### src/rtl/yutorina_if_stage_if.sv
// -----------------------------------------------------------------------------
// yutorina_if_stage_if
// Signal bundle around the Yutorina instruction fetch stage.
//   Pipeline control : stall, flush/new_pc, br_taken/br_addr
//   Memory bus       : imem_rd_ / imem_addr (request), imem_rdy_ / imem_rd_data
//                      (completion, active-low ready)
//   Decode bundle    : if_en_ (active-low valid), if_pc, if_insn
// Modports:
//   master : the fetch stage (drives the memory request and decode bundle)
//   slave  : the environment (pipeline control, memory, decode)
// -----------------------------------------------------------------------------
interface yutorina_if_stage_if;
  logic        stall;
  logic        flush;
  logic [29:0] new_pc;
  logic        br_taken;
  logic [29:0] br_addr;
  logic        imem_rd_;
  logic [29:0] imem_addr;
  logic [31:0] imem_rd_data;
  logic        imem_rdy_;
  logic        if_en_;
  logic [29:0] if_pc;
  logic [31:0] if_insn;

  modport master (
    input  stall, flush, new_pc, br_taken, br_addr, imem_rd_data, imem_rdy_,
    output imem_rd_, imem_addr, if_en_, if_pc, if_insn
  );

  modport slave (
    output stall, flush, new_pc, br_taken, br_addr, imem_rd_data, imem_rdy_,
    input  imem_rd_, imem_addr, if_en_, if_pc, if_insn
  );
endinterface

### src/rtl/yutorina_if_stage.sv
// -----------------------------------------------------------------------------
// yutorina_if_stage
// Instruction fetch stage of the Yutorina pipeline. Owns the fetch PC, issues
// word reads to instruction memory over an active-low request/ready handshake
// and hands each fetched instruction plus its address to decode through a
// registered if_en_/if_pc/if_insn bundle. Redirects come from flush/new_pc
// (highest priority) and br_taken/br_addr; stall freezes the bundle, and an
// instruction that completes during a stall is parked in a one-entry buffer.
// Ports:
//   clk  pipeline clock
//   rst  asynchronous active-high reset
//   bus  yutorina_if_stage_if.master (control, memory bus, decode bundle)
// Parameters:
//   RESET_VECTOR  word address of the first fetch after reset
//   NOP_INSN      value on if_insn while no valid instruction is held
// -----------------------------------------------------------------------------
module yutorina_if_stage #(
  parameter logic [29:0] RESET_VECTOR = 30'h0,
  parameter logic [31:0] NOP_INSN     = 32'h0
) (
  input  logic                       clk,
  input  logic                       rst,
  yutorina_if_stage_if.master        bus
);

  // Request tracker: IDLE = nothing outstanding, WAIT = request outstanding,
  // DROP = request outstanding whose data must be thrown away (redirected).
  typedef enum logic [1:0] {
    S_IDLE = 2'd0,
    S_WAIT = 2'd1,
    S_DROP = 2'd2
  } req_state_e;

  req_state_e  state, state_nxt;

  logic [29:0] fpc;
  logic [29:0] req_addr;
  logic        hold_valid;
  logic [29:0] hold_pc;
  logic [31:0] hold_insn;

  logic        busy;
  logic        drop;
  logic        redirect;
  logic [29:0] target;
  logic        start_ok;
  logic        complete;
  logic        accept;

  // Redirect decode. A branch only counts when decode holds a real
  // instruction and the pipeline is moving; flush overrides everything.
  always_comb begin
    redirect = bus.flush | (bus.br_taken & ~bus.if_en_ & ~bus.stall);
    target   = bus.flush ? bus.new_pc : bus.br_addr;
    start_ok = ~redirect & ~bus.stall & ~hold_valid;
  end

  // State register.
  // NOTE: sequential state is written with non-blocking assignments so every
  // flop samples pre-edge values, independent of process evaluation order.
  always_ff @(posedge clk or posedge rst) begin
    if (rst) state <= S_IDLE;
    else     state <= state_nxt;
  end

  // Next-state logic.
  // NOTE: state_nxt gets a default before the case so no path leaves it
  // unassigned, which would otherwise infer a latch.
  always_comb begin
    state_nxt = state;
    case (state)
      S_IDLE: if (~bus.imem_rd_ & bus.imem_rdy_) state_nxt = S_WAIT;
      S_WAIT: begin
        if (complete)      state_nxt = S_IDLE;
        else if (redirect) state_nxt = S_DROP;
      end
      S_DROP: if (complete) state_nxt = S_IDLE;
      default:              state_nxt = S_IDLE;
    endcase
  end

  // Output logic. While rst is high the bus is forced quiet so memory never
  // sees a request from a half-reset stage.
  always_comb begin
    busy = (state != S_IDLE);
    drop = (state == S_DROP);
    if (rst) begin
      bus.imem_rd_  = 1'b1;
      bus.imem_addr = RESET_VECTOR;
    end else begin
      bus.imem_rd_  = ~(busy | start_ok);
      bus.imem_addr = busy ? req_addr : fpc;
    end
    complete = ~bus.imem_rd_ & ~bus.imem_rdy_;
    accept   = complete & ~drop & ~redirect;
  end

  // Address latched when a multi-cycle request starts, so imem_addr stays put
  // even if fpc is redirected underneath it.
  always_ff @(posedge clk or posedge rst) begin
    if (rst)
      req_addr <= RESET_VECTOR;
    else if ((state == S_IDLE) & ~bus.imem_rd_ & bus.imem_rdy_)
      req_addr <= fpc;
  end

  // Fetch PC, hold buffer and decode bundle.
  // NOTE: the hold buffer is a handful of flops rather than a RAM, so it is
  // reset with everything else and never exposes X after reset.
  always_ff @(posedge clk or posedge rst) begin
    if (rst) begin
      fpc         <= RESET_VECTOR;
      hold_valid  <= 1'b0;
      hold_pc     <= '0;
      hold_insn   <= NOP_INSN;
      bus.if_en_  <= 1'b1;
      bus.if_pc   <= '0;
      bus.if_insn <= NOP_INSN;
    end else if (redirect) begin
      fpc         <= target;
      hold_valid  <= 1'b0;
      bus.if_en_  <= 1'b1;
      bus.if_insn <= NOP_INSN;
    end else if (bus.stall) begin
      // Bundle frozen; a completing request is parked, not lost.
      if (accept) begin
        hold_valid <= 1'b1;
        hold_pc    <= bus.imem_addr;
        hold_insn  <= bus.imem_rd_data;
        fpc        <= bus.imem_addr + 30'd1;
      end
    end else if (hold_valid) begin
      // No request can be in flight here: starts are blocked while the
      // buffer is full, and the parked completion already cleared busy.
      hold_valid  <= 1'b0;
      bus.if_en_  <= 1'b0;
      bus.if_pc   <= hold_pc;
      bus.if_insn <= hold_insn;
    end else if (accept) begin
      bus.if_en_  <= 1'b0;
      bus.if_pc   <= bus.imem_addr;
      bus.if_insn <= bus.imem_rd_data;
      fpc         <= bus.imem_addr + 30'd1;
    end else begin
      bus.if_en_  <= 1'b1;
      bus.if_insn <= NOP_INSN;
    end
  end

endmodule

### src/flat_wrapper.sv
// flat-port wrapper written by rule: the top's interface ports become plain ports
module yutorina_if_stage_flat 
#(
  parameter logic [29:0] RESET_VECTOR = 30'h0,
  parameter logic [31:0] NOP_INSN     = 32'h0
)
  (clk, rst, bus_stall, bus_flush, bus_new_pc, bus_br_taken, bus_br_addr, bus_imem_rd_data, bus_imem_rdy_, bus_imem_rd_, bus_imem_addr, bus_if_en_, bus_if_pc, bus_if_insn);
  yutorina_if_stage_if bus_i ();
  input  logic clk;
  input  logic rst;
  input wire logic [$bits(bus_i.stall)-1:0] bus_stall;
  input wire logic [$bits(bus_i.flush)-1:0] bus_flush;
  input wire logic [$bits(bus_i.new_pc)-1:0] bus_new_pc;
  input wire logic [$bits(bus_i.br_taken)-1:0] bus_br_taken;
  input wire logic [$bits(bus_i.br_addr)-1:0] bus_br_addr;
  input wire logic [$bits(bus_i.imem_rd_data)-1:0] bus_imem_rd_data;
  input wire logic [$bits(bus_i.imem_rdy_)-1:0] bus_imem_rdy_;
  output wire logic [$bits(bus_i.imem_rd_)-1:0] bus_imem_rd_;
  output wire logic [$bits(bus_i.imem_addr)-1:0] bus_imem_addr;
  output wire logic [$bits(bus_i.if_en_)-1:0] bus_if_en_;
  output wire logic [$bits(bus_i.if_pc)-1:0] bus_if_pc;
  output wire logic [$bits(bus_i.if_insn)-1:0] bus_if_insn;
  assign bus_i.stall = bus_stall;
  assign bus_i.flush = bus_flush;
  assign bus_i.new_pc = bus_new_pc;
  assign bus_i.br_taken = bus_br_taken;
  assign bus_i.br_addr = bus_br_addr;
  assign bus_i.imem_rd_data = bus_imem_rd_data;
  assign bus_i.imem_rdy_ = bus_imem_rdy_;
  assign bus_imem_rd_ = bus_i.imem_rd_;
  assign bus_imem_addr = bus_i.imem_addr;
  assign bus_if_en_ = bus_i.if_en_;
  assign bus_if_pc = bus_i.if_pc;
  assign bus_if_insn = bus_i.if_insn;
  yutorina_if_stage #(.RESET_VECTOR(RESET_VECTOR), .NOP_INSN(NOP_INSN)) u_core (.clk(clk), .rst(rst), .bus(bus_i));
endmodule
### config.mk
export PLATFORM = sky130hd
export DESIGN_NAME = yutorina_if_stage_flat
export DESIGN_NICKNAME = d
export VERILOG_FILES = /design/src/rtl/yutorina_if_stage_if.sv /design/src/rtl/yutorina_if_stage.sv /design/src/flat_wrapper.sv
export SDC_FILE = /design/constraint.sdc
export NUM_CORES = 1
export LEC_CHECK = 0
export CAP_MARGIN = 10
export CORE_MARGIN = 2
export CORE_UTILIZATION = 29
export CTS_CLUSTER_SIZE = 25
export DETAILED_ROUTE_END_ITERATION = 10
export GPL_ROUTABILITY_DRIVEN = 0
export GPL_TIMING_DRIVEN = 0
export HOLD_SLACK_MARGIN = 0.15
export PLACE_DENSITY = 0.49
export SYNTH_ARGS = -nofsm -noshare
export SYNTH_HDL_FRONTEND = slang
export SYNTH_SLANG_ARGS = --single-unit
### constraint.sdc
create_clock -name clk -period 15.3 [get_ports clk]
set_input_delay 3.06 -clock clk [delete_from_list [all_inputs] [get_ports clk]]
set_output_delay 3.06 -clock clk [all_outputs]
set_load 0.1 [all_outputs]
==> flow_metrics.tcl, run 1 <==
set metrics [dict create \
    status "finished clean" \
    cts-root-buf "clkbuf_16" \
    setup_tns_ns 0 \
    syn_to_final_growth_pct 33.5 \
    tightest_slew_ns 1.08 \
    grt_pass1_wl_um 47000 \
    die-width_um 181 \
    worstRegToRegCells 14 \
    io_buffer_count 191 \
    hold_path_class "reg2reg" \
    io_pins 192 \
    p_leak_nw 5.16 \
    maxCapViolations 0 \
    cts_setup_buffers 0 \
    cts_made_buffers 17 \
    hold_depth 2 \
    pwr_density_cell_mw_per_mm2 193 \
    syn_inst 819 \
    period_needed_ns 9.74 \
    firstDrtPassIters 5 \
    max_freq_ghz 0.103 \
    finalNetCount 1129 \
    grt_pass1_vias 7567 \
    reg2reg_slack_ns 11.54 \
    worstPathCellList "clkdlybuf4s50_1, buf_2, clkbuf_1, clkbuf_1, a21oi_1, clkdlybuf4s50_1" \
    yosys_warnings 0 \
    wl_per_cell_um 21.4 \
    ant_nets 0 \
    place_ws_ns 5.56 \
    cts.sinks 188 \
    netlist_top_cells_area "dfrtp_1 (51%), mux2_2 (11%), a222oi_1 (5.4%)" \
    cts-hold-fix-buffers 0 \
    htreeDepth 4 \
    tritoncts "done" \
    grt_max_degree 101 \
    end_kind "output pin" \
    cp-start-kind "input port" \
    setup_ws_ns 5.56 \
    hold_violations 0 \
    synthDominantCellAreaShare_pct 51.4 \
    overflow 0 \
    die_area_mm2 0.0329 \
    slowest_stage "clkdlybuf4s50_1" \
    via_per_inst 5.15 \
    slew_violations 0 \
    start_util_pct 29.6 \
    antenna_found_initial 1 \
    arrival_ns 6.68 \
    path_class "in2out" \
    yosys.cell_types.count 67 \
    worstPathBufferInverterCount 5 \
    grt_util_all_layers_pct 18.9 \
    crit_cells 6 \
    clkLatencyLatePin_ns 0.45 \
    crit_family "buffers and inverters" \
    syn_nets 918 \
    drive_gt1_share_pct 16.7 \
    antenna_cells 0 \
    drtIter0Drc 685 \
    syn_area_per_cell_um2 11.1 \
    place_hpwl_um 21700 \
    syn_area_mm2 0.00911 \
    routed_wl_um 30700 \
    drc 0 \
    vias 7409 \
    critPathMaxFanout 10 \
    clockBufferDepth 2 \
    stdcell_area_mm2 0.0122 \
    ys_seq_area_share_pct 51.6 \
    fin_crit_sh_pct 63.7 \
    critPathRequiredTime_ns 12.24 \
    yosys_most_used_dff "dfrtp_1" \
    cts-resized-gates 0 \
    clock_skew_ns 0.0177 \
    rsz0062_at_grt "no" \
    coreArea_mm2 0.0307 \
    synth_top_area_cell "dfrtp_1" \
    cpPeakStageDelay_ns 1.05 \
    async_reset_ff_share_pct 100 \
    peakVddDrop_mv 0.0836 \
    num_rows 64 \
    yosys_register_bits 188 \
    slew-limit-headroom_pct 27.8 \
    synth_edf_count 0 \
    die_y_um 181 \
    setup_viol 0 \
    postPlaceCellArea_mm2 0.0116 \
    path_clk_slew_ns 0.08 \
]
worst register-to-register path, stage by stage, from the launching register on:
cell	delay (ns)
dfrtp_1	0.55
buf_6	0.21
or2_2	0.20
buf_2	0.34
buf_2	0.35
nand2_1	0.09
a21oi_1	0.39
ha_1	0.29
nand2b_1	0.08
a21oi_2	0.27
nand4_2	0.17
buf_6	0.20
nor3_1	0.28
xnor2_1	0.16
o21ai_1	0.07
placed cells by master (no fill, tap or decap), types with 17 or more instances in the layout:
master           instances
dfrtp_1                187
mux2i_1                 35
clkbuf_16               17
a21oi_1                 35
mux2_2                  89
nor2_1                  24
clkdlybuf4s50_1        191
o21ai_0                 59
nand2_1                 82
xnor2_1                 23
clkbuf_1                37
a222oi_1                49
inv_1                   38
path summary, 6_finish.rpt:
kind / startpoint / endpoint
worst max-delay path: rst / bus_imem_addr[0]
worst min-delay path: u_core.bus.if_pc[7] / u_core.bus.if_pc[7]
worst max register to register: u_core.state[0] / u_core.fpc[18]
worst min register to register: u_core.bus.if_pc[7] / u_core.bus.if_pc[7]
max in group asynchronous: rst / u_core.fpc[5]
min in group asynchronous: rst / u_core.hold_pc[15]
cell families after synthesis:
family,after synthesis,share of synthesized area (%)
AOI/OAI and AO/OA,198,15.6
DFF,188,51.6
and+or+nand+nor,183,10.7
muxes,124,14.8
buffers and inverters,99,4.61
xor gates and xnor gates,26,2.50
adders and majority gates,1,0.137
flip-flops by register name (all words and copies together) (netlist names):
register / flops
u_core.bus.if_en_: 1
u_core.bus.if_insn: 32
u_core.bus.if_pc: 30
u_core.fpc: 30
u_core.hold_insn: 32
u_core.hold_pc: 30
u_core.hold_valid: 1
u_core.req_addr: 30
u_core.state: 2
per-stage QoR:
step,instances,power (mW),utilization (%),hold slack (ns)
2_1_floorplan,819,1.58,-,0.450
3_5_place_dp,1407,1.89,37.6,0.470
6_report,1439,2.34,39.6,0.481
4_1_cts,1439,2.36,39.6,0.488
3_3_place_gp,1406,1.88,37.5,0.459
5_1_grt,1439,2.46,39.6,0.508
layout make-up:
class                           count  area [µm²]
Clock inverter                     14         179
Inverter                           40         158
Sequential cell                   188        4710
Fill cell                        3070       18600
Buffer                             59         270
Multi-Input combinational cell    532        3990
Clock buffer                       18         429
Tap cell                          396         495
Timing Repair Buffer              192        1940
synth_stat cells (all sizes together) (2+ instances only):
| cell | n |
|---|---|
| a31oi | 3 |
| o211ai | 3 |
| a31o | 2 |
| o21bai | 3 |
| inv | 39 |
| nor3 | 17 |
| a21oi | 39 |
| nor2b | 2 |
| a222oi | 49 |
| o221ai | 4 |
| nor4b | 3 |
| or2 | 4 |
| and3 | 5 |
| o21a | 2 |
| xnor2 | 23 |
| nor4 | 4 |
| mux2 | 89 |
| nor3b | 4 |
| o22ai | 9 |
| nand2 | 83 |
| clkbuf | 36 |
| nor2 | 25 |
| dfrtp | 187 |
| nand4 | 6 |
| a22o | 2 |
| a211oi | 3 |
| nand2b | 3 |
| xor2 | 3 |
| mux2i | 35 |
| buf | 23 |
| nand3 | 12 |
| o21ai | 73 |
| or3 | 3 |
| a22oi | 2 |
| or3b | 9 |
layer usage:
layer | global-route usage (%) | part of all wire [%] | vias to the layer above
li1 | - | - | 3422
met1 | 24.8 | 44 | 3736
met2 | 30.5 | 47 | 235
met3 | 6.01 | 7.5 | 16
met4 | 4.16 | 1.1 | 0
met5 | 0 | 0 | -
power by group:
group          internal (mW)  total (mW)  switching (mW)
Clock                  0.236       0.466           0.230
Combinational          0.331        1.11           0.777
Sequential             0.660       0.768           0.108
Note: power is estimated with default switching activity, not from simulation.
==> run 2, diff against run 1 <==
==> constraint.sdc (replaced) <==
create_clock -name clk -period 9 [get_ports clk]
set_input_delay 1.8 -clock clk [delete_from_list [all_inputs] [get_ports clk]]
set_output_delay 1.8 -clock clk [all_outputs]
set_load 0.1 [all_outputs]
==> flow_metrics.tcl, run 2 (same netlist as run 1, synthesis figures left out) <==
set metrics [dict create \
    drtIter0Drc 681 \
    fin_crit_sh_pct 78.9 \
    coreArea_mm2 0.0307 \
    start_util_pct 29.6 \
    path_clk_slew_ns 0.09 \
    place_hpwl_um 21900 \
    io_pins 192 \
    clock_skew_ns 0.0188 \
    grt_max_degree 39 \
    vias 7511 \
    fill_cells 3060 \
    wl_met2_um 14000 \
    worstPathBufferInverterCount 5 \
    layout_commonest_cell "clkdlybuf4s50_1" \
    firstDrtPassIters 8 \
    cp-start-kind "input port" \
    ant_nets 0 \
    max_freq_ghz 0.141 \
    antenna_cells 0 \
    num_rows 64 \
    reg.largest.list "u_core.bus.if_insn x32, u_core.hold_insn x32" \
    cts-resized-gates 0 \
    maxCapViolations 0 \
    io_buffer_count 191 \
    drive_gt1_share_pct 17.1 \
    slew-limit-headroom_pct 30.1 \
    critPathMaxFanout 10 \
    drt-met1-wl_um 13600 \
    final_cell_mix "clkdlybuf4s50_1 (191), dfrtp_1 (187), mux2_2 (89), nand2_1 (82), o21ai_0 (59)" \
    hold_path_class "reg2reg" \
    cts-root-buf "clkbuf_16" \
    syn_to_final_growth_pct 34.3 \
    clockBufferDepth 2 \
    tightest_slew_ns 1.05 \
    setup_tns_ns 0 \
    slew_violations 0 \
    grt_pass1_vias 7852 \
    tritoncts "done" \
    finalNetCount 1134 \
    cts-hold-fix-buffers 0 \
    postPlaceCellArea_mm2 0.0117 \
    setup_viol 0 \
    drc 0 \
    p_leak_nw 5.19 \
    rsz0062_at_grt "no" \
    hold_violations 0 \
    cts_setup_buffers 0 \
    via_per_inst 5.20 \
    routed_wl_um 30800 \
    arrival_ns 5.31 \
    path_class "in2out" \
    overflow 0 \
    worstPathCellList "clkdlybuf4s50_1, buf_2, clkbuf_1, clkbuf_1, a21oi_1, clkdlybuf4s50_1" \
    peakVddDrop_mv 0.138 \
    die_y_um 181 \
    die-width_um 181 \
    critPathRequiredTime_ns 7.20 \
    pwr_density_cell_mw_per_mm2 323 \
    end_kind "output pin" \
    clkLatencyLatePin_ns 0.45 \
    wl_per_cell_um 21.3 \
    highest_layer "met4" \
    period_needed_ns 7.11 \
    cpPeakStageDelay_ns 1.05 \
    crit_family "buffers and inverters" \
    wl_met3_um 2320 \
    stdcell_area_mm2 0.0122 \
    antenna_found_initial 0 \
    grt_util_all_layers_pct 19.1 \
    status "finished clean" \
    die_area_mm2 0.0329 \
    slowest_stage "clkdlybuf4s50_1" \
    cts.sinks 188 \
    htreeDepth 4 \
    cts_made_buffers 17 \
    grt_pass1_wl_um 47600 \
]
[run 2: cell type report]
type	count	area (µm²)	area share (%)
Buffer	59	270	2.21
Multi-Input combinational cell	532	3990	32.6
Inverter	40	154	1.26
Tap cell	396	495	4.05
Timing Repair Buffer	197	2040	16.7
Sequential cell	188	4710	38.5
Clock buffer	18	429	3.51
Clock inverter	14	154	1.26
[run 2: path summary, 6_finish.rpt]
kind | from | endpoint | slack, ns | depth (start not counted)
min | u_core.bus.if_pc[10] | u_core.bus.if_pc[10] | 0.48 | 2
min reg2reg | u_core.bus.if_pc[10] | u_core.bus.if_pc[10] | 0.48 | 2
max | rst | bus_imem_addr[19] | 1.89 | 6
max in group asynchronous | rst | u_core.bus.if_en_ | 6.06 | 5
min in group asynchronous | rst | u_core.fpc[18] | 2.11 | 3
max reg2reg | u_core.state[0] | u_core.fpc[18] | 5.26 | 14
[run 2: report_power, final]
group	internal, mW	switching (mW)
combinational	0.568	1.32
sequential	1.12	0.182
clock	0.373	0.394
[run 2: stage by stage]
| step | total power, mW | utilization [%] | hold slack, ns | setup slack [ns] | cells |
|---|---|---|---|---|---|
| 2_1_floorplan | 2.68 | - | 0.450 | 0.0106 | 819 |
| 3_3_place_gp | 3.19 | 37.5 | 0.455 | -2.17 | 1406 |
| 3_5_place_dp | 3.21 | 37.9 | 0.466 | 1.85 | 1412 |
| 4_1_cts | 3.99 | 39.8 | 0.484 | 1.85 | 1444 |
| 5_1_grt | 4.16 | 39.8 | 0.502 | 1.69 | 1444 |
| 6_report | 3.96 | 39.8 | 0.483 | 1.89 | 1444 |
[run 2: tightest hold or removal path, delay by kind of cell, from the launching register on]
family	cells	cell delay, ns
AND/OR/NAND/NOR	1	0.05
AO/OA/AOI/OAI	1	0.06
flip-flops	1	0.35
[run 2: metal layers]
layer | up-vias | global-route usage, %
li1 | 3436 | -
met1 | 3795 | 25.0
met2 | 248 | 30.2
met3 | 32 | 5.52
met4 | 0 | 6.60
met5 | - | 0
==> run 3, diff against run 2 <==
==> constraint.sdc (replaced) <==
create_clock -name clk -period 6.85 [get_ports clk]
set_input_delay 1.37 -clock clk [delete_from_list [all_inputs] [get_ports clk]]
set_output_delay 1.37 -clock clk [all_outputs]
set_load 0.1 [all_outputs]
==> flow_metrics.tcl, run 3 (same netlist as run 1, synthesis figures left out) <==
set metrics [dict create \
    crit_family "buffers and inverters" \
    finalNetCount 1134 \
    critPathRequiredTime_ns 5.48 \
    dp_cells 1412 \
    place_ws_ns 0.708 \
    utilization_pct 40.0 \
    slowest_stage "clkdlybuf4s50_1" \
    worstPathCellList "clkdlybuf4s50_1, buf_12, clkbuf_1, clkbuf_1, a21oi_1, clkdlybuf4s50_1" \
    reg.largest.list "u_core.bus.if_insn x32, u_core.hold_insn x32" \
    reg2reg_to "u_core.fpc[26]" \
    top_usage_layer "met2" \
    clkLatencyLatePin_ns 0.46 \
    syn_to_final_growth_pct 34.9 \
    cts-root-buf "clkbuf_16" \
    slew_violations 0 \
    setup_ws_ns 0.656 \
    worstRegToRegCells 13 \
    grt_pass1_vias 7701 \
    slew-limit-headroom_pct 29.1 \
    routed_wl_um 30600 \
    io_buffer_count 191 \
    die_y_um 181 \
    via_per_inst 5.15 \
    fin_cells 1444 \
    critPathMaxFanout 10 \
    cts-hold-fix-buffers 0 \
    use_met2_pct 30.3 \
    clockBufferDepth 2 \
    die-width_um 181 \
    htreeDepth 4 \
    end_kind "output pin" \
    worstHoldStart "u_core.bus.if_pc[10]" \
    tightest_slew_ns 1.06 \
    wl_per_cell_um 21.2 \
    hold_violations 0 \
    maxCapViolations 0 \
    grt_max_degree 36 \
    worstPathBufferInverterCount 5 \
    use_met1_pct 24.9 \
    coreArea_mm2 0.0307 \
    hold_end "u_core.bus.if_pc[10]" \
    setup_viol 0 \
    cts.sinks 188 \
    peakVddDrop_mv 0.193 \
    num_rows 64 \
    overflow 0 \
    clock_skew_ns 0.0147 \
    pwr_density_cell_mw_per_mm2 427 \
    start_util_pct 29.6 \
    drc 0 \
    io_pins 192 \
    cts-resized-gates 0 \
    worstReg2RegStart "u_core.state[0]" \
    status "finished clean" \
    path_clk_slew_ns 0.08 \
    arrival_ns 4.82 \
    antenna_cells 0 \
    period_needed_ns 6.19 \
    hold_depth 2 \
    cts_made_buffers 17 \
    p_leak_nw 5.21 \
    hold_path_class "reg2reg" \
    final_cell_mix "clkdlybuf4s50_1 (191), dfrtp_1 (187), mux2_2 (89), nand2_1 (82), o21ai_0 (59)" \
    tritoncts "done" \
    grt_pass1_wl_um 47200 \
    grt_util_all_layers_pct 18.9 \
    layout_commonest_cell "clkdlybuf4s50_1" \
    vias 7436 \
    max_freq_ghz 0.161 \
    reg2reg_slack_ns 3.20 \
    cts_setup_buffers 0 \
    use_met3_pct 5.52 \
    path_class "in2out" \
    fin_crit_sh_pct 90.4 \
    ant_nets 0 \
    place_hpwl_um 22000 \
    antenna_found_initial 0 \
    cpPeakStageDelay_ns 1.05 \
    cp-start-kind "input port" \
    firstDrtPassIters 8 \
    setup_tns_ns 0 \
    drtIter0Drc 585 \
    rsz0062_at_grt "no" \
    drive_gt1_share_pct 17.2 \
    die_area_mm2 0.0329 \
]
[run 3: cell types whose count changed in the layout (fill, tap and decap cells not counted)]
cell,before,now
clkinv_8,3,5
clkbuf_1,37,36
inv_8,5,3
clkinvlp_4,1,2
bufinv_16,0,1
clkinv_2,1,0
clkinv_4,4,1
buf_12,5,6
inv_6,1,4
buf_2,15,14
[run 3: stage by stage]
| step | area (µm²) | power, mW | hold WS, ns |
|---|---|---|---|
| 2_1_floorplan | 9130 | 3.53 | 0.450 |
| 3_3_place_gp | 11500 | 4.19 | 0.457 |
| 3_5_place_dp | 11700 | 4.22 | 0.469 |
| 4_1_cts | 12300 | 5.28 | 0.490 |
| 5_1_grt | 12300 | 5.51 | 0.501 |
| 6_report | 12300 | 5.24 | 0.480 |
[run 3: power breakdown]
group	switching (mW)	leakage, nW	internal [mW]
registers	0.237	2.44	1.47
clock network	0.524	0.299	0.530
logic	1.73	2.47	0.747
total	2.49	5.21	2.75
[run 3: worst min-delay path: cells and delay by family (launching register included)]
kind             cells  cell delay, ns
AO/OA/AOI/OAI        1            0.05
flip-flops           1            0.35
AND/OR/NAND/NOR      1            0.04
[run 3: cell type report]
type	instances	area, µm²
fillers	3120	18500
plain buffers	59	285
clock buffers	17	425
flip-flops and latches	188	4710
repair buffers	197	2040
clock inverters	15	196
inverters	40	154
well taps	396	495
multi-input cells	532	3990
[run 3: layer usage]
| metal | up-vias | wire length, µm |
|---|---|---|
| met3 | 22 | 2340 |
| met2 | 228 | 14300 |
| met5 | - | 0 |
| met4 | 0 | 456 |
| met1 | 3751 | 13500 |
| li1 | 3435 | - |
[run 3: how the worst max path moves through the flow]
stage / from / to / slack, ns / cells after the start
final: rst / bus_imem_addr[0] / 0.66 / 6
after global routing: rst / bus_imem_addr[19] / 0.60 / 6
after CTS: rst / bus_imem_addr[0] / 0.71 / 6
after detailed placement: rst / bus_imem_addr[0] / 0.71 / 6
after global placement: rst / bus_imem_rd_ / -3.22 / 5
after floorplan: rst / bus_imem_rd_ / -1.08 / 3
